`config.mk`:
```
export PLATFORM = sky130hd
export DESIGN_NAME = grev_sched
export DESIGN_NICKNAME = d
export VERILOG_FILES = /design/src/rtl/grev_sched_pkg.sv /design/src/rtl/grev_rr_arb.sv /design/src/rtl/grev_sched.sv
export SDC_FILE = /design/constraint.sdc
export NUM_CORES = 1
export LEC_CHECK = 0
export BUFFER_PORTS_ARGS = -buffer_cell sky130_fd_sc_hd__buf_4
export CAP_MARGIN = 20
export CORE_MARGIN = 4
export CORE_UTILIZATION = 41
export DETAILED_ROUTE_END_ITERATION = 10
export PLACE_DENSITY_LB_ADDON = 0.1
export SKIP_LAST_GASP = 1
export SYNTH_ARGS = -nofsm -noshare
export SYNTH_HDL_FRONTEND = slang
export SYNTH_SLANG_ARGS = --single-unit
```
`constraint.sdc`:
```
create_clock -name clock -period 2.3 [get_ports clock]
set_input_delay 0.115 -clock clock [delete_from_list [all_inputs] [get_ports clock]]
set_output_delay 0.115 -clock clock [all_outputs]
set_load 0.1 [all_outputs]
```
`src/rtl/grev_sched_pkg.sv`:
```
// grev_sched_pkg: shared definitions for the GREV request scheduler.
//   state_t  - scheduler FSM states (IDLE, WAIT, RESP)
//   ENG_LAT  - cycles from eng_start to eng_done of the shared GREV engine
//   DEF_TMO  - default cycle budget for the engine before a timeout is declared
package grev_sched_pkg;

   typedef enum logic [1:0] {
      IDLE = 2'd0,
      WAIT = 2'd1,
      RESP = 2'd2
   } state_t;

   localparam int unsigned ENG_LAT = 6;
   localparam int unsigned DEF_TMO = 8;

endpackage

```
`src/rtl/grev_rr_arb.sv`:
```
// grev_rr_arb: round-robin arbiter over NREQ request lines.
//   clock, reset - clock and synchronous active-high reset
//   req          - request bits, one per requester
//   advance      - strobe: the current winner was accepted, move the pointer
//   grant        - one-hot winner (all zero when no request is present)
//   grant_idx    - encoded index of the winner
// The pointer holds the last accepted index; the search begins one past it.
// It resets to NREQ-1 so requester 0 has priority first.
module grev_rr_arb
   import grev_sched_pkg::*;
#(
   parameter int unsigned NREQ = 2
) (
   input  logic                      clock,
   input  logic                      reset,
   input  logic [NREQ-1:0]           req,
   input  logic                      advance,
   output logic [NREQ-1:0]           grant,
   output logic [$clog2(NREQ)-1:0]   grant_idx
);

   localparam int unsigned IDW = $clog2(NREQ);

   logic [IDW-1:0] last;
   logic [IDW-1:0] idx;
   logic           found;

   always_ff @(posedge clock) begin
      if (reset)
         last <= IDW'(NREQ - 1);
      else if (advance)
         last <= grant_idx;
   end

   always_comb begin
      grant     = '0;
      grant_idx = '0;
      found     = 1'b0;
      idx       = '0;
      for (int unsigned off = 1; off <= NREQ; off++) begin
         idx = IDW'((32'(last) + off) % NREQ);
         if (!found && req[idx]) begin
            grant[idx] = 1'b1;
            grant_idx  = idx;
            found      = 1'b1;
         end
      end
   end

endmodule

```
`src/rtl/grev_sched.sv`:
```
// grev_sched: arbitrates NREQ requesters onto one shared iterative GREV engine.
//   clock, reset          - clock; synchronous active-high reset (shared with engine)
//   req_valid/req_ready   - per-requester handshake; at most one ready bit high
//   req_rs1/rs2/tag       - packed per-requester operand, GREV control and tag
//   resp_valid/resp_ready - result handshake; outputs held until consumed
//   resp_id/tag/rd        - owner index, owner tag and result value
//   eng_start             - one-cycle start pulse, with eng_rs1/eng_rs2 operands
//   eng_rd/eng_busy/eng_done - engine result and status
//   err                   - sticky: engine timeout or eng_done outside WAIT
// rs2 == 0 is an identity permutation and bypasses the engine entirely.
module grev_sched
   import grev_sched_pkg::*;
#(
   parameter int unsigned NREQ = 2,
   parameter int unsigned TAGW = 4,
   parameter int unsigned TMO  = DEF_TMO
) (
   input  logic                    clock,
   input  logic                    reset,
   input  logic [NREQ-1:0]         req_valid,
   output logic [NREQ-1:0]         req_ready,
   input  logic [NREQ*32-1:0]      req_rs1,
   input  logic [NREQ*5-1:0]       req_rs2,
   input  logic [NREQ*TAGW-1:0]    req_tag,
   output logic                    resp_valid,
   input  logic                    resp_ready,
   output logic [$clog2(NREQ)-1:0] resp_id,
   output logic [TAGW-1:0]         resp_tag,
   output logic [31:0]             resp_rd,
   output logic                    eng_start,
   output logic [31:0]             eng_rs1,
   output logic [4:0]              eng_rs2,
   input  logic [31:0]             eng_rd,
   input  logic                    eng_busy,
   input  logic                    eng_done,
   output logic                    err
);

   localparam int unsigned IDW = $clog2(NREQ);
   localparam int unsigned CW  = $clog2(TMO + 1);
   localparam logic [CW-1:0] TMO_LAST = CW'(TMO - 1);

   state_t            state, state_nx;
   logic [NREQ-1:0]   grant;
   logic [IDW-1:0]    win_idx;
   logic [31:0]       win_rs1;
   logic [4:0]        win_rs2;
   logic [TAGW-1:0]   win_tag;
   logic              can_grant;
   logic              accept;
   logic              bypass;
   logic              tmo_hit;
   logic [CW-1:0]     tmo_cnt;

   grev_rr_arb #(.NREQ(NREQ)) u_arb (
      .clock     (clock),
      .reset     (reset),
      .req       (req_valid),
      .advance   (accept),
      .grant     (grant),
      .grant_idx (win_idx)
   );

   // Gating on reset keeps req_ready and eng_start low during the reset cycle.
   assign can_grant  = (state == IDLE) && !reset && !eng_busy;
   assign req_ready  = grant & {NREQ{can_grant}};
   assign accept     = |(req_valid & req_ready);
   assign bypass     = (win_rs2 == 5'd0);
   assign tmo_hit    = (tmo_cnt == TMO_LAST);
   assign eng_rs1    = win_rs1;
   assign eng_rs2    = win_rs2;
   assign resp_valid = (state == RESP);

   always_comb begin
      win_rs1 = '0;
      win_rs2 = '0;
      win_tag = '0;
      for (int unsigned i = 0; i < NREQ; i++) begin
         if (grant[i]) begin
            win_rs1 = req_rs1[i*32 +: 32];
            win_rs2 = req_rs2[i*5 +: 5];
            win_tag = req_tag[i*TAGW +: TAGW];
         end
      end
   end

   always_ff @(posedge clock) begin
      if (reset)
         state <= IDLE;
      else
         state <= state_nx;
   end

   always_comb begin
      state_nx  = state;
      eng_start = 1'b0;
      case (state)
         IDLE: begin
            if (accept) begin
               if (bypass) begin
                  state_nx = RESP;
               end else begin
                  state_nx  = WAIT;
                  eng_start = 1'b1;
               end
            end
         end
         WAIT: begin
            if (eng_done || tmo_hit)
               state_nx = RESP;
         end
         RESP: begin
            if (resp_ready)
               state_nx = IDLE;
         end
         default: state_nx = IDLE;
      endcase
   end

   // tmo_cnt counts completed WAIT cycles; the TMO-th WAIT cycle without
   // eng_done ends the wait with a zero result.
   always_ff @(posedge clock) begin
      if (reset) begin
         resp_rd  <= '0;
         resp_id  <= '0;
         resp_tag <= '0;
         err      <= 1'b0;
         tmo_cnt  <= '0;
      end else begin
         if (accept) begin
            resp_id  <= win_idx;
            resp_tag <= win_tag;
            tmo_cnt  <= '0;
            if (bypass)
               resp_rd <= win_rs1;
         end
         if (state == WAIT) begin
            if (eng_done) begin
               resp_rd <= eng_rd;
            end else if (tmo_hit) begin
               resp_rd <= '0;
               err     <= 1'b1;
            end else begin
               tmo_cnt <= tmo_cnt + 1'b1;
            end
         end else if (eng_done) begin
            err <= 1'b1;
         end
      end
   end

endmodule
```
# After elaboration in Yosys (flattened, before gate mapping)
# Index checks and enable logic that the tools add are counted.
# op_classes
n_reduce_logical	16
n_addsub	3
n_lt_le_gt_ge	4
n_eq_ne	7
n_mux	40
bitwise	3
# op_table
op	n
32-bit two-way mux	7
4-bit two-way mux	6
1-bit two-way mux	16
2-bit two-way mux	6
5-bit two-way mux	2
2-bit != test (second input constant)	3
2-bit one-hot mux with 3 select lines	1
3-bit AND reduction	2
1-bit logical AND	5
5-bit zero test	1
4-bit by 1-bit adder with 4-bit output (second input constant)	1
2-bit AND	2
4-bit by 3-bit equality test with 1-bit output (second input constant)	1
1-bit by 2-bit < comparator with 1-bit output (second input constant)	2
2-bit nonzero test	2
1-bit zero test	3
1-bit adder (second input constant)	2
1-bit demux with 1-bit select	2
2-bit by 1-bit equality test with 1-bit output (second input constant)	1
2-bit equality test (second input constant)	1
1-bit greater-or-equal comparator (second input constant)	2
2-bit zero test	1
2-bit by 1-bit != test with 1-bit output (second input constant)	1
2-bit OR	1
2 further kinds	2
# word_totals
wordCells	80
reg_bits	45
inputBits	121

# Depth between registers and ports, before layout
# Gate-level depths: netlist of run 1.
# depth
word_depth	16
depth_mapped	7
ltp_nobuf	5

# Cells and area by module
# A second synthesis of run 1 with hierarchy kept.
# unflattened
hier_cells	310
area_unflattened_um2	2466.1
# modules_own_cells
module	n_inst	seq_area_each_um2	cells_each	area_each_um2
grev_sched	1	880.8	303	2401.1
grev_rr_arb	1	20.0	7	65.1

# Least setup slack after synthesis of run 1
# No wires, ideal clock.
# synth_path
path_kind	reg-to-reg
from	register state[1]
to	register state[0]
t_required_ns	2.226
t_arrival_ns	3.315
stages_incl_launch_ff	7
setup_ns	0.074
setup_slack_ns	-1.089
path_cell_list	dfxtp_1 > buf_6 > nor4_2 > o21ai_1 > buf_2 > a2111oi_2 > o21bai_1
# synth_between
elab_chain_len	8
# synth_lines
item	line_no	source
start, declared	grev_sched.sv:43	state_t state, state_nx;
start signal, assigned	grev_sched.sv:91	state <= state_nx;
2-bit zero test	grev_sched.sv:65, grev_sched.sv:97	
1-bit logical AND (2 in a row)	grev_sched.sv:65	assign can_grant = (state == IDLE) && !reset && !eng_busy;
2-bit AND	grev_sched.sv:66	assign req_ready = grant & {NREQ{can_grant}};
2-bit AND	grev_sched.sv:67	assign accept = |(req_valid & req_ready);
2-bit OR reduction	grev_sched.sv:67	
2-bit != test (no source line)	-	
3-bit AND reduction (no source line)	-	
# Several ways; a longest one is shown, not always the timed one.
# A chain may end at the register's enable or synchronous reset.

# Final worst setup path of run 1
# layout_path
from	register u_arb.last
to	output port eng_start
# layout_between
elab_chain_len	14
# layout_lines
item	line_no	source
start, declared	grev_rr_arb.sv:24	logic [IDW-1:0] last;
start signal, assigned	grev_rr_arb.sv:30	last <= IDW'(NREQ - 1);
start signal, assigned	grev_rr_arb.sv:32	last <= grant_idx;
1-bit adder	grev_rr_arb.sv:41	idx = IDW'((32'(last) + off) % NREQ);
1-bit by 2-bit < comparator with 1-bit output (not written as such) or 1-bit greater-or-equal comparator (tied branches)	grev_rr_arb.sv:43	grant[idx] = 1'b1;
1-bit logical AND (not written as such)	grev_rr_arb.sv:43	
1-bit two-way mux (not written as such)	grev_rr_arb.sv:43	
1-bit demux with 1-bit select	-	
2-bit two-way mux	grev_rr_arb.sv:42	if (!found && req[idx]) begin
2-bit OR (no source line)	-	
2-bit two-way mux (*)	grev_rr_arb.sv:42	
5-bit two-way mux (2 in a row)	grev_sched.sv:79	if (grant[i]) begin
5-bit zero test	grev_sched.sv:68	assign bypass = (win_rs2 == 5'd0);
1-bit two-way mux	grev_sched.sv:100	if (bypass) begin
1-bit two-way mux (*)	grev_sched.sv:99	if (accept) begin
1-bit two-way mux (*)	grev_sched.sv:97	case (state)
end, declared	grev_sched.sv:30	output logic eng_start,
# Every way passes the cells marked *; elsewhere a longest branch is shown, timed or not. The select of a mux whose other input is x is not followed.

==> results of run 1 <==
-- cell families after synthesis --
group                    synth area share, %
AO/OA/AOI/OAI                           35.0
XOR/XNOR                               0.329
buffers and inverters                   7.10
adder cells (fa/ha/maj)                0.470
flip-flops                              33.9
multiplexers                           0.423
AND/OR/NAND/NOR                         22.8
-- synthesized netlist by cell type, drive strengths merged --
library cell / count / area share [%]
nand3: 2 / 0.56
dfxtp: 45 / 34
mux2: 1 / 0.42
and3b: 2 / 0.66
or2: 1 / 0.24
a2111oi: 1 / 0.56
a32oi: 3 / 2.0
buf: 16 / 3.7
o211ai: 32 / 9.2
nand3b: 2 / 0.56
a22o: 4 / 1.3
a211oi: 1 / 0.28
o21ai: 5 / 0.94
o22ai: 1 / 0.47
nand2b: 2 / 0.47
nor2: 7 / 1.1
o31ai: 1 / 0.28
and3: 1 / 0.24
a32o: 33 / 12
ha: 1 / 0.47
nor2b: 4 / 0.94
o311ai: 12 / 4.2
and4: 1 / 0.33
nor4: 2 / 0.71
a21oi: 6 / 1.1
nand4: 20 / 4.7
clkbuf: 22 / 3.1
nand2: 71 / 10
and2: 2 / 0.47
a21boi: 1 / 0.42
a22oi: 3 / 0.85
inv: 2 / 0.28
xor2: 1 / 0.33
a221oi: 1 / 0.33
nor3: 2 / 0.56
o21bai: 2 / 0.56
nor3b: 1 / 0.28
or4: 3 / 0.99
-- worst max-delay path, stage by stage (launching register included) --
cell and delay (ns):
sky130_fd_sc_hd__dfxtp_1 0.39, sky130_fd_sc_hd__nand2b_1 0.29, sky130_fd_sc_hd__a32oi_4 0.25, sky130_fd_sc_hd__a2111oi_4 0.44
sky130_fd_sc_hd__buf_4 0.35
-- flip-flops by register name, summed over array words and instances (netlist names) --
register	count
err	1
tmo_cnt	4
resp_id	1
resp_rd	32
resp_tag	4
u_arb.last	1
state	2
-- how the worst min path moves through the flow --
stage | from | endpoint | slack [ns]
after floorplan | eng_rd[21] | resp_rd[21] | 0.23
after global placement | eng_rd[21] | resp_rd[21] | 0.32
after detailed placement | eng_rd[4] | resp_rd[4] | 0.33
after CTS | eng_rd[8] | resp_rd[8] | 0.02
after global routing | eng_rd[15] | resp_rd[15] | 0.02
final | eng_rd[4] | resp_rd[4] | 0.03
-- layout make-up --
| cell class | count | share of cell area [%] |
|---|---|---|
| clock buffers | 7 | 2.22 |
| clock inverters | 1 | 0.115 |
| inverters | 2 | 0.173 |
| multi-input cells | 232 | 37.4 |
| flip-flops and latches | 45 | 20.8 |
| well taps | 77 | 2.22 |
| repair buffers | 213 | 37.1 |
-- layout by cell type, fill, tap and decap left out, types with 2 or more instances in the layout --
master                     Yosys  routed
sky130_fd_sc_hd__buf_4         0     212
sky130_fd_sc_hd__nand2_1      71      71
sky130_fd_sc_hd__dfxtp_1      45      44
sky130_fd_sc_hd__a32o_1       32      32
sky130_fd_sc_hd__o211ai_1     31      31
sky130_fd_sc_hd__nand4_1      20      20
sky130_fd_sc_hd__o311ai_1      9       9
sky130_fd_sc_hd__clkbuf_8      0       7
sky130_fd_sc_hd__nor2_1        6       6
sky130_fd_sc_hd__a21oi_1       6       6
sky130_fd_sc_hd__a22o_1        4       4
sky130_fd_sc_hd__nor2b_1       4       4
sky130_fd_sc_hd__o21ai_0       4       4
sky130_fd_sc_hd__a22oi_1       3       3
sky130_fd_sc_hd__nand2b_1      2       2
sky130_fd_sc_hd__and2_1        2       2
sky130_fd_sc_hd__a32oi_4       1       2
sky130_fd_sc_hd__or4_1         2       2
sky130_fd_sc_hd__and3b_1       2       2
sky130_fd_sc_hd__o21bai_1      2       2
sky130_fd_sc_hd__o311ai_0      2       2
sky130_fd_sc_hd__nand3b_1      2       2
-- per-stage QoR --
stage	total power, uW	util, %
final	2920	68.8
after global routing	3030	68.8
after CTS	2940	68.8
after detailed placement	2420	67.2
after global placement	2400	67.2
after floorplan	2000	-
-- power by group through the flow --
| stage | combinational, uW | sequential [uW] | clock, uW |
|---|---|---|---|
| 5_1_grt | 1580 | 883 | 569 |
| 6_report | 1520 | 877 | 526 |
| 4_1_cts | 1520 | 877 | 538 |
| 3_5_place_dp | 1520 | 894 | 0 |
| 3_3_place_gp | 1510 | 893 | 0 |
| 2_1_floorplan | 742 | 1260 | 0 |
-- metal layers --
layer | global-route usage (%) | vias to the layer above | share of wire (%)
li1 | - | 1597 | -
met1 | 31.2 | 1572 | 38
met3 | 4.38 | 20 | 7.4
met2 | 42.5 | 137 | 53
met5 | 0 | - | 0
met4 | 7.42 | 0 | 1.9
==> impl_metrics.sql, run 1 <==
INSERT INTO impl_metrics (metric_group, metric, value, unit) VALUES
('critical_path', 'setup_slack_on_the_worst_flop_to_flop_path', '0.38', 'ns'),
('floorplan', 'fp.dieW', '88.6', 'um'),
('routing', 'wl_per_cell', '17.9', 'um'),
('layout', 'nFillCells', '547', ''),
('clock_network', 'cts-root-to-sink-buffers', '2', ''),
('placement', 'dpl_worst_slack', '0.405', 'ns'),
('pwr', 'power.static_leakage', '0.00186', 'uW'),
('global_routing', 'grtUsageTotal', '24.6', '%'),
('pwr', 'intPower', '1510', 'uW'),
('timing', 'final.setup.worst_slack', '0.171', 'ns'),
('global_routing', 'wire_length_of_the_first_global_routing_pass', '15300', 'um'),
('critical_path', 'r2r-end', 'resp_rd[14]', ''),
('clock_network', 'tritoncts_clock_tree', 'done', ''),
('floorplan', 'fp-row-count', '29', ''),
('worst_hold_path', 'min-delay-path-class', 'in -> reg', ''),
('clock_network', 'cts_post_setup_buffers_inserted', '0', ''),
('layout', 'post_layout_nonfiller_instances', '577', ''),
('routing', 'detail_route.iter0.violations', '173', ''),
('timing', 'totalNegativeSetupSlack', '0', 'ns'),
('floorplan', 'die_area', '7840', 'sq um'),
('timing', 'finalHoldViolCount', '0', ''),
('routing', 'firstDrtPassIters', '4', ''),
('clock_network', 'cts.sinks', '45', ''),
('pwr', 'power.ir.vdd_worst', '0.000456', 'V'),
('clock_network', 'postcts_resize_cnt', '0', ''),
('timing', 'finalClockSkew', '0.00571', 'ns'),
('clock_network', 'post_cts_hold_buffer_count', '0', ''),
('timing', 'maxSlewHeadroom', '70.0', '%'),
('placement', 'placedCellCount', '569', ''),
('synth', 'synth.ff_latch_count', '45', ''),
('placement', 'post-dp-hpwl', '8150', 'um'),
('critical_path', 'worst-setup-path-type', 'reg -> out', ''),
('critical_path', 'critical_path.max_fanout', '9', ''),
('pwr', 'power_frac_comb', '52.0', '%'),
('critical_path', 'worst_ep_required', '2.18', 'ns'),
('pwr', 'p_seq_share', '30.0', '%'),
('critical_path', 'endpoint_kind', 'output pin', ''),
('synth', 'synth-seq-area-share', '33.9', '%'),
('placement', 'place_area', '4240', 'sq um'),
('floorplan', 'initial_core_util', '42.2', '%'),
('clock_network', 'clk-insertion-delay-late', '0.29', 'ns'),
('synth', 'netlist-cell-type-count', '52', ''),
('routing', 'route.final.wire_length', '10300', 'um'),
('layout', 'area_occupied_by_registers', '902', 'sq um'),
('clock_network', 'ctsRootBufferMaster', 'sky130_fd_sc_hd__clkbuf_8', ''),
('layout', 'final_nets', '621', ''),
('timing', 'worstMarginPinSlew', '0.450', 'ns'),
('global_routing', 'grt_start_max_net_pins', '35', ''),
('floorplan', 'floorplan.io_pins', '200', ''),
('synth', 'synth_warnings', '0', ''),
('timing', 'slew_viol_final', '0', ''),
('global_routing', 'globalRoute.totalOverflow', '0', ''),
('floorplan', 'die_h', '88.6', 'um'),
('layout', 'finalInstanceArea', '4340', 'sq um'),
('critical_path', 'crit_arrival', '2.01', 'ns'),
('status', 'status', 'complete, no violations', ''),
('routing', 'via_per_inst', '5.76', ''),
('worst_hold_path', 'min_path_cells', '3', ''),
('clock_network', 'cts.clk_slew.worst_paths', '0.08', 'ns'),
('critical_path', 'cp-start-kind', 'flop', ''),
('pwr', 'swShare', '48.3', '%'),
('layout', 'drive_gt1_share', '47.8', '%'),
('routing', 'routed-via-count', '3326', ''),
('pwr', 'pwr_density_cell', '673', 'nW/um^2'),
('timing', 'fin_hold_ws', '0.0304', 'ns'),
('timing', 'setup_repair_after_global_routing_missed_its_margin', 'no', ''),
('placement', 'finalWeightedCongestion', '0.813', ''),
('critical_path', 'worst_setup_path_startpoint', 'u_arb.last', ''),
('clock_network', 'cts-htree-levels', '2', ''),
('placement', 'numPortBuffers', '199', ''),
('layout', 'multiInputGateArea', '1620', 'sq um');
Power figures use the tool's default switching activity.
==> inputs of run 2 (changes only) <==
Settings changed: CAP_MARGIN 20 to not set, GPL_TIMING_DRIVEN set to 0, SLEW_MARGIN set to 30.
==> run 2 against run 1 <==
Effect of this change: via count increased by 2.3%; sequential cell count unchanged; critical path depth increased by 1; clock power increased by 2%; power increased by 0.83%; largest power group unchanged; core utilization increased by 0.91 points; sequential power decreased by 0.5%; wire length increased by 7.0%; die area unchanged.
==> impl_metrics.sql, run 2 (synthesis gave the netlist of run 1 again) <==
INSERT INTO impl_metrics (metric_group, metric, value, unit) VALUES
('routing', 'wl_per_cell', '18.4', 'um'),
('timing', 'final.min_clock_period', '2.24', 'ns'),
('routing', 'postRouteAntennaNets', '0', ''),
('timing', 'slew_viol_final', '0', ''),
('layout', 'layout.cells.most_common_list', 'sky130_fd_sc_hd__buf_4, sky130_fd_sc_hd__nand2_1, sky130_fd_sc_hd__dfxtp_1', ''),
('routing', 'firstDrtPassIters', '4', ''),
('floorplan', 'fp.dieW', '88.6', 'um'),
('clock_network', 'ctsRootBufferMaster', 'sky130_fd_sc_hd__clkbuf_8', ''),
('clock_network', 'clk-insertion-delay-late', '0.29', 'ns'),
('floorplan', 'die_area', '7840', 'sq um'),
('clock_network', 'cts.clk_slew.worst_paths', '0.09', 'ns'),
('timing', 'fmax', '0.446', 'GHz'),
('critical_path', 'worst_path_largest_cell_delay', '0.42', 'ns'),
('clock_network', 'tritoncts.num_buffers', '5', ''),
('global_routing', 'grtUsageTotal', '26.0', '%'),
('pwr', 'power.static_leakage', '0.00189', 'uW'),
('pwr', 'post-layout-total-power', '2950', 'uW'),
('timing', 'worstMarginPinSlew', '0.608', 'ns'),
('layout', 'final_nets', '644', ''),
('clock_network', 'tritoncts_clock_tree', 'done', ''),
('placement', 'placedCellCount', '592', ''),
('timing', 'maxSlewHeadroom', '59.4', '%'),
('clock_network', 'cts-htree-levels', '2', ''),
('layout', 'n_antenna_cell', '0', ''),
('clock_network', 'cts.sinks', '45', ''),
('routing', 'detail_route.drc_violations', '0', ''),
('floorplan', 'die_h', '88.6', 'um'),
('pwr', 'pwr_density_cell', '670', 'nW/um^2'),
('global_routing', 'wire_length_of_the_first_global_routing_pass', '15900', 'um'),
('critical_path', 'worst_ep_required', '2.18', 'ns'),
('pwr', 'power.ir.vdd_worst', '0.000411', 'V'),
('timing', 'finalHoldViolCount', '0', ''),
('critical_path', 'timing.critical_path.cells', 'nand2b_1, buf_2, clkbuf_1, a32o_1, buf_4', ''),
('floorplan', 'fp-row-count', '29', ''),
('routing', 'routed-via-count', '3404', ''),
('placement', 'finalWeightedCongestion', '0.887', ''),
('placement', 'dpl_worst_slack', '0.266', 'ns'),
('timing', 'final.period_utilization', '97.4', '%'),
('critical_path', 'critical_path.max_fanout', '10', ''),
('routing', 'route.final.wire_length', '11000', 'um'),
('floorplan', 'floorplan.io_pins', '200', ''),
('layout', 'drive_gt1_share', '46.3', '%'),
('status', 'status', 'complete, no violations', ''),
('global_routing', 'grt_pass1_vias', '3206', ''),
('critical_path', 'endpoint_kind', 'output pin', ''),
('clock_network', 'cts-root-to-sink-buffers', '2', ''),
('clock_network', 'post_cts_hold_buffer_count', '0', ''),
('floorplan', 'initial_core_util', '42.2', '%'),
('timing', 'finalClockSkew', '0.00699', 'ns'),
('critical_path', 'crit_arrival', '2.12', 'ns'),
('worst_hold_path', 'min-delay-path-class', 'in -> reg', ''),
('global_routing', 'number_of_antenna_violations_at_the_first_check_in_global_routing', '0', ''),
('routing', 'via_per_inst', '5.67', ''),
('critical_path', 'worstPathBufferInverterCount', '3', ''),
('placement', 'post-dp-hpwl', '8880', 'um'),
('critical_path', 'cp-start-kind', 'flop', ''),
('timing', 'finalSetupViolCount', '0', ''),
('layout', 'largest_register', 'resp_rd', ''),
('layout', 'post_layout_nonfiller_instances', '600', ''),
('critical_path', 'critPathSlowestCell', 'sky130_fd_sc_hd__clkbuf_1', ''),
('layout', 'layout_top_registers', 'resp_rd (32), resp_tag (4), tmo_cnt (4)', ''),
('global_routing', 'globalRoute.totalOverflow', '0', ''),
('floorplan', 'design.core.area', '6310', 'sq um'),
('routing', 'detail_route.iter0.violations', '154', ''),
('global_routing', 'grt_start_max_net_pins', '14', ''),
('timing', 'final.setup.worst_slack', '0.0602', 'ns'),
('layout', 'area_growth', '65.3', '%'),
('critical_path', 'cell_class_contributing_the_biggest_share_of_worst_path_delay', 'buffers and inverters', ''),
('placement', 'numPortBuffers', '198', ''),
('flow_run', 'max_cap_viol_count', '0', ''),
('layout', 'largest_register_ff_count', '32', ''),
('critical_path', 'worst-setup-path-type', 'reg -> out', ''),
('clock_network', 'cts_post_setup_buffers_inserted', '0', ''),
('layout', 'final_common_cell', 'sky130_fd_sc_hd__buf_4', '');
-- run 2: per-stage QoR --
stage	area (sq um)	hold WS, ns	util [%]	TNS, ns
after floorplan	2710	0.233	-	-0.0621
after global placement	4290	0.320	67.9	0
after detailed placement	4290	0.334	67.9	0
after CTS	4390	0.0239	69.5	0
after global routing	4400	0.0212	69.7	-0.000934
final	4400	0.0246	69.7	0
-- run 2: repair_timing --
item,CTS,global route
endpoints found under the hold margin,0,0
endpoints found under the setup margin,0,10
gates resized for setup,0,5
-- run 2: layout make-up --
| cell class | instances | area [sq um] |
|---|---|---|
| multi-input combinational | 232 | 1620 |
| tap | 77 | 96.3 |
| inverter | 2 | 7.51 |
| clock inverter | 1 | 5.00 |
| buffer | 38 | 190 |
| timing repair buffer | 198 | 1490 |
| fill | 538 | 1910 |
| clock buffer | 7 | 96.3 |
| sequential | 45 | 902 |
-- run 2: power by group --
group          total (uW)  internal [uW]  leakage, uW  switching [uW]
Sequential            873            837     0.000367            35.9
Clock                 539            272    0.0000542             267
Combinational        1540            403      0.00147            1130
-- run 2: final timing paths --
path	end	slack, ns	depth (start not counted)	startpoint
worst max-delay path	eng_rs1[4]	0.06	5	u_arb.last
worst min-delay path	resp_rd[10]	0.02	3	eng_rd[10]
worst max register to register	resp_rd[30]	0.21	6	tmo_cnt[0]
worst min register to register	resp_tag[1]	0.46	2	resp_tag[1]
-- run 2: per-layer routing --
| layer | up-vias | wire, um | share of wire (%) | GRT usage, % |
|---|---|---|---|---|
| li1 | 1646 | - | - | - |
| met1 | 1578 | 4180 | 38 | 31.3 |
| met2 | 155 | 5640 | 51 | 45.3 |
| met3 | 25 | 927 | 8.4 | 4.93 |
| met4 | 0 | 299 | 2.7 | 10.9 |
| met5 | - | 0 | 0 | 0 |
-- run 2: worst reg2reg max path, delay by kind of cell, from the launching register on --
family          cells  cell delay, ns
flops               1            0.35
fa+ha+maj           1            0.24
buf+inv             1            0.49
simple gates        1            0.23
compound gates      3            0.69
==> inputs of run 3 (changes only) <==
Settings changed: ABC_AREA set to 1, CORE_UTILIZATION 41 to 43.
==> run 3 against run 2 <==
Effect of this change: hold slack better by 0.040 ns; largest power group unchanged; first-iteration DRC count fell by 20%; highest routed layer unchanged; register-to-register slack better by 0.24 ns; non-clock buffer count decreased by 11; largest cell class unchanged; sequential power is 4.9% lower; die area up 8.6%; worst setup slack improved by 0.080 ns; clock skew rose by 0.0034 ns.
==> impl_metrics.sql, run 3 <==
INSERT INTO impl_metrics (metric_group, metric, value, unit) VALUES
('pwr', 'power.static_leakage', '0.00260', 'uW'),
('synth', 'synth_top_cells_by_count', 'sky130_fd_sc_hd__inv_1, sky130_fd_sc_hd__nand2_1, sky130_fd_sc_hd__nand3_1', ''),
('clock_network', 'cts_post_setup_buffers_inserted', '0', ''),
('worst_hold_path', 'min_path_cells', '3', ''),
('critical_path', 'cell_class_contributing_the_biggest_share_of_worst_path_delay', 'buffers and inverters', ''),
('layout', 'final_common_cell', 'sky130_fd_sc_hd__buf_4', ''),
('routing', 'via_per_inst', '4.79', ''),
('timing', 'finalSetupViolCount', '0', ''),
('pwr', 'post-layout-total-power', '2770', 'uW'),
('synth', 'synthesis.nets', '613', ''),
('timing', 'slew_viol_final', '0', ''),
('floorplan', 'design.core.area', '6830', 'sq um'),
('global_routing', 'wire_length_of_the_first_global_routing_pass', '17100', 'um'),
('layout', 'final_util', '70.3', '%'),
('placement', 'finalWeightedCongestion', '0.817', ''),
('global_routing', 'grt_most_used_layer', 'met2', ''),
('timing', 'final.period_utilization', '93.9', '%'),
('layout', 'largest_register_ff_count', '32', ''),
('timing', 'totalNegativeSetupSlack', '0', 'ns'),
('layout', 'largest_register', 'resp_rd', ''),
('layout', 'layout.cells.most_common_list', 'sky130_fd_sc_hd__buf_4, sky130_fd_sc_hd__inv_1, sky130_fd_sc_hd__nand2_1', ''),
('synth', 'synthesized_area_per_cell', '6.23', 'sq um'),
('floorplan', 'initial_core_util', '44.7', '%'),
('synth', 'yosys-top-cells-area', 'sky130_fd_sc_hd__dfxtp_1, sky130_fd_sc_hd__inv_1, sky130_fd_sc_hd__nand2_1', ''),
('synth', 'postSynth.asyncResetShare', '0', '%'),
('layout', 'final_nets', '818', ''),
('global_routing', 'grtUsageTotal', '24.6', '%'),
('global_routing', 'globalRoute.totalOverflow', '0', ''),
('routing', 'route.final.wire_length', '10900', 'um'),
('synth', 'synth_enable_flop_cells', '0', ''),
('routing', 'wl_per_cell', '13.7', 'um'),
('routing', 'routed-via-count', '3799', ''),
('clock_network', 'tritoncts_clock_tree', 'done', ''),
('global_routing', 'global_route.usage.met1', '28.8', '%'),
('routing', 'detail_route.drc_violations', '0', ''),
('timing', 'final.min_clock_period', '2.16', 'ns'),
('layout', 'finalInstanceArea', '4800', 'sq um'),
('critical_path', 'crit_arrival', '2.04', 'ns'),
('clock_network', 'cts.clk_slew.worst_paths', '0.09', 'ns'),
('status', 'status', 'complete, no violations', ''),
('floorplan', 'fp-row-count', '30', ''),
('floorplan', 'floorplan.io_pins', '200', ''),
('pwr', 'pwr_density_cell', '576', 'nW/um^2'),
('layout', 'drive_gt1_share', '35.3', '%'),
('routing', 'detail_route.iter0.violations', '123', ''),
('synth', 'synth_warnings', '0', ''),
('critical_path', 'endpoint_kind', 'output pin', ''),
('synth', 'post-synth-top-area-fraction', '29.5', '%'),
('routing', 'postRouteAntennaNets', '0', ''),
('timing', 'maxSlewHeadroom', '61.0', '%'),
('synth', 'synth.ff_latch_count', '45', ''),
('critical_path', 'timing.critical_path.cells', 'inv_1, nand2_4, nand2_2, a21oi_4, buf_4, buf_4, nand2_1, inv_1, buf_6', ''),
('critical_path', 'worst-setup-path-type', 'reg -> out', ''),
('timing', 'setup_repair_after_global_routing_missed_its_margin', 'yes', ''),
('clock_network', 'cts-htree-levels', '2', ''),
('critical_path', 'worst_path_largest_cell_delay', '0.40', 'ns'),
('timing', 'finalClockSkew', '0.0104', 'ns'),
('layout', 'area_growth', '57.2', '%'),
('floorplan', 'die_area', '8520', 'sq um'),
('global_routing', 'grtUsageMet2', '44.2', '%'),
('floorplan', 'die_h', '92.3', 'um'),
('routing', 'firstDrtPassIters', '4', ''),
('timing', 'fmax', '0.463', 'GHz'),
('timing', 'worstMarginPinSlew', '0.584', 'ns'),
('global_routing', 'gr-usage-met3', '7.15', '%'),
('pwr', 'power.ir.vdd_worst', '0.000326', 'V'),
('floorplan', 'fp.dieW', '92.3', 'um'),
('layout', 'n_antenna_cell', '0', ''),
('worst_hold_path', 'min-delay-path-class', 'in -> reg', ''),
('clock_network', 'tritoncts.num_buffers', '5', ''),
('synth', 'synth_top_flop_cell', 'sky130_fd_sc_hd__dfxtp_1', ''),
('synth', 'yosysTopAreaCell', 'sky130_fd_sc_hd__dfxtp_1', ''),
('synth', 'syn_area', '3060', 'sq um'),
('clock_network', 'cts-root-to-sink-buffers', '2', ''),
('critical_path', 'critical_path.max_fanout', '10', ''),
('critical_path', 'critPathSlowestCell', 'sky130_fd_sc_hd__dfxtp_1', ''),
('clock_network', 'ctsRootBufferMaster', 'sky130_fd_sc_hd__clkbuf_8', ''),
('critical_path', 'worstPathBufferInverterCount', '5', ''),
('placement', 'placedCellCount', '785', ''),
('critical_path', 'worst_ep_required', '2.18', 'ns'),
('global_routing', 'number_of_antenna_violations_at_the_first_check_in_global_routing', '0', ''),
('synth', 'synth_cells', '491', ''),
('critical_path', 'number_of_cells_on_the_worst_reg_to_reg_path', '7', ''),
('layout', 'layout_top_registers', 'resp_rd (32), resp_tag (4), tmo_cnt (4)', ''),
('critical_path', 'crit_cells', '9', ''),
('timing', 'finalHoldViolCount', '0', ''),
('synth', 'synth-seq-area-share', '29.5', '%'),
('critical_path', 'cp-start-kind', 'flop', ''),
('global_routing', 'grt_start_max_net_pins', '14', ''),
('placement', 'post-dp-hpwl', '8650', 'um'),
('placement', 'place_area', '4680', 'sq um'),
('layout', 'nFillCells', '635', ''),
('flow_run', 'max_cap_viol_count', '0', ''),
('clock_network', 'cts.sinks', '45', ''),
('clock_network', 'clk-insertion-delay-late', '0.30', 'ns'),
('placement', 'numPortBuffers', '198', ''),
('layout', 'post_layout_nonfiller_instances', '793', ''),
('global_routing', 'grt_pass1_vias', '3567', ''),
('synth', 'netlist-cell-type-count', '31', '');
==> run 3: changes by cell type after synthesis, moves of 7 or more <==
cell                       previous run  this run
sky130_fd_sc_hd__a21oi_1              6        42
sky130_fd_sc_hd__a32o_1              32         0
sky130_fd_sc_hd__clkbuf_1            22         8
sky130_fd_sc_hd__o21a_1               0        31
sky130_fd_sc_hd__inv_1                1       111
sky130_fd_sc_hd__nand4_1             20         0
sky130_fd_sc_hd__nand3_1              1        76
sky130_fd_sc_hd__o311ai_1             9         0
sky130_fd_sc_hd__o211ai_1            31         1
sky130_fd_sc_hd__nand2_2              0         7
sky130_fd_sc_hd__nand2_1             71       111
==> run 3: path summary, 6_finish.rpt <==
check | start | to | slack [ns]
setup reg to reg | state[0] | resp_rd[0] | 0.45
hold reg to reg | resp_tag[1] | resp_tag[1] | 0.48
setup / recovery | u_arb.last | eng_start | 0.14
hold / removal | eng_rd[5] | resp_rd[5] | 0.06
==> run 3: logic make-up (layout without fill, tap and decap cells) <==
| logic type | count (synthesis) | count (layout) | synth area share (%) |
|---|---|---|---|
| simple gates | 214 | 214 | 32.5 |
| buf+inv | 141 | 347 | 19.5 |
| compound gates | 89 | 89 | 17.8 |
| flops | 45 | 45 | 29.5 |
| fa+ha+maj | 1 | 1 | 0.409 |
| xor+xnor | 1 | 1 | 0.287 |
==> run 3: tightest hold or removal path, delay by kind of cell <==
family / cells / cell delay (ns)
AO/OA/AOI/OAI: 1 / 0.06
AND/OR/NAND/NOR: 1 / 0.05
buffers and inverters: 1 / 0.10
==> run 3: metal layers <==
layer,vias to the layer above,wire (um)
met5,-,0
met4,0,122
met3,11,936
met2,149,5420
met1,1710,4390
li1,1929,-
==> run 3: layout make-up <==
class | instances | area (sq um) | share of cell area (%)
Multi-Input combinational cell | 305 | 1580 | 32.9
Tap cell | 96 | 120 | 2.50
Clock buffer | 7 | 86.3 | 1.80
Inverter | 114 | 428 | 8.91
Timing Repair Buffer | 198 | 1490 | 31.0
Sequential cell | 45 | 901 | 18.7
Buffer | 27 | 170 | 3.54
Clock inverter | 1 | 30.0 | 0.625
==> run 3: timing repair <==
item / in CTS / in global routing
resized for setup: 0 / 4
hold buffers: 0 / 0
endpoints found under the setup margin: 0 / 2
==> run 3: stage by stage <==
| step | setup slack (ns) | hold WS, ns |
|---|---|---|
| after detailed placement | 0.409 | 0.383 |
| after floorplan | -0.306 | 0.263 |
| after global routing | -0.00611 | 0.0614 |
| after global placement | 0.445 | 0.381 |
| final | 0.140 | 0.0644 |
| after CTS | 0.0485 | 0.0597 |
==> run 3: power breakdown <==
| group | internal [uW] | leakage [uW] | switching [uW] |
|---|---|---|---|
| registers | 812 | 0.000365 | 18.7 |
| clock network | 355 | 0.0000585 | 283 |
| logic | 361 | 0.00217 | 939 |
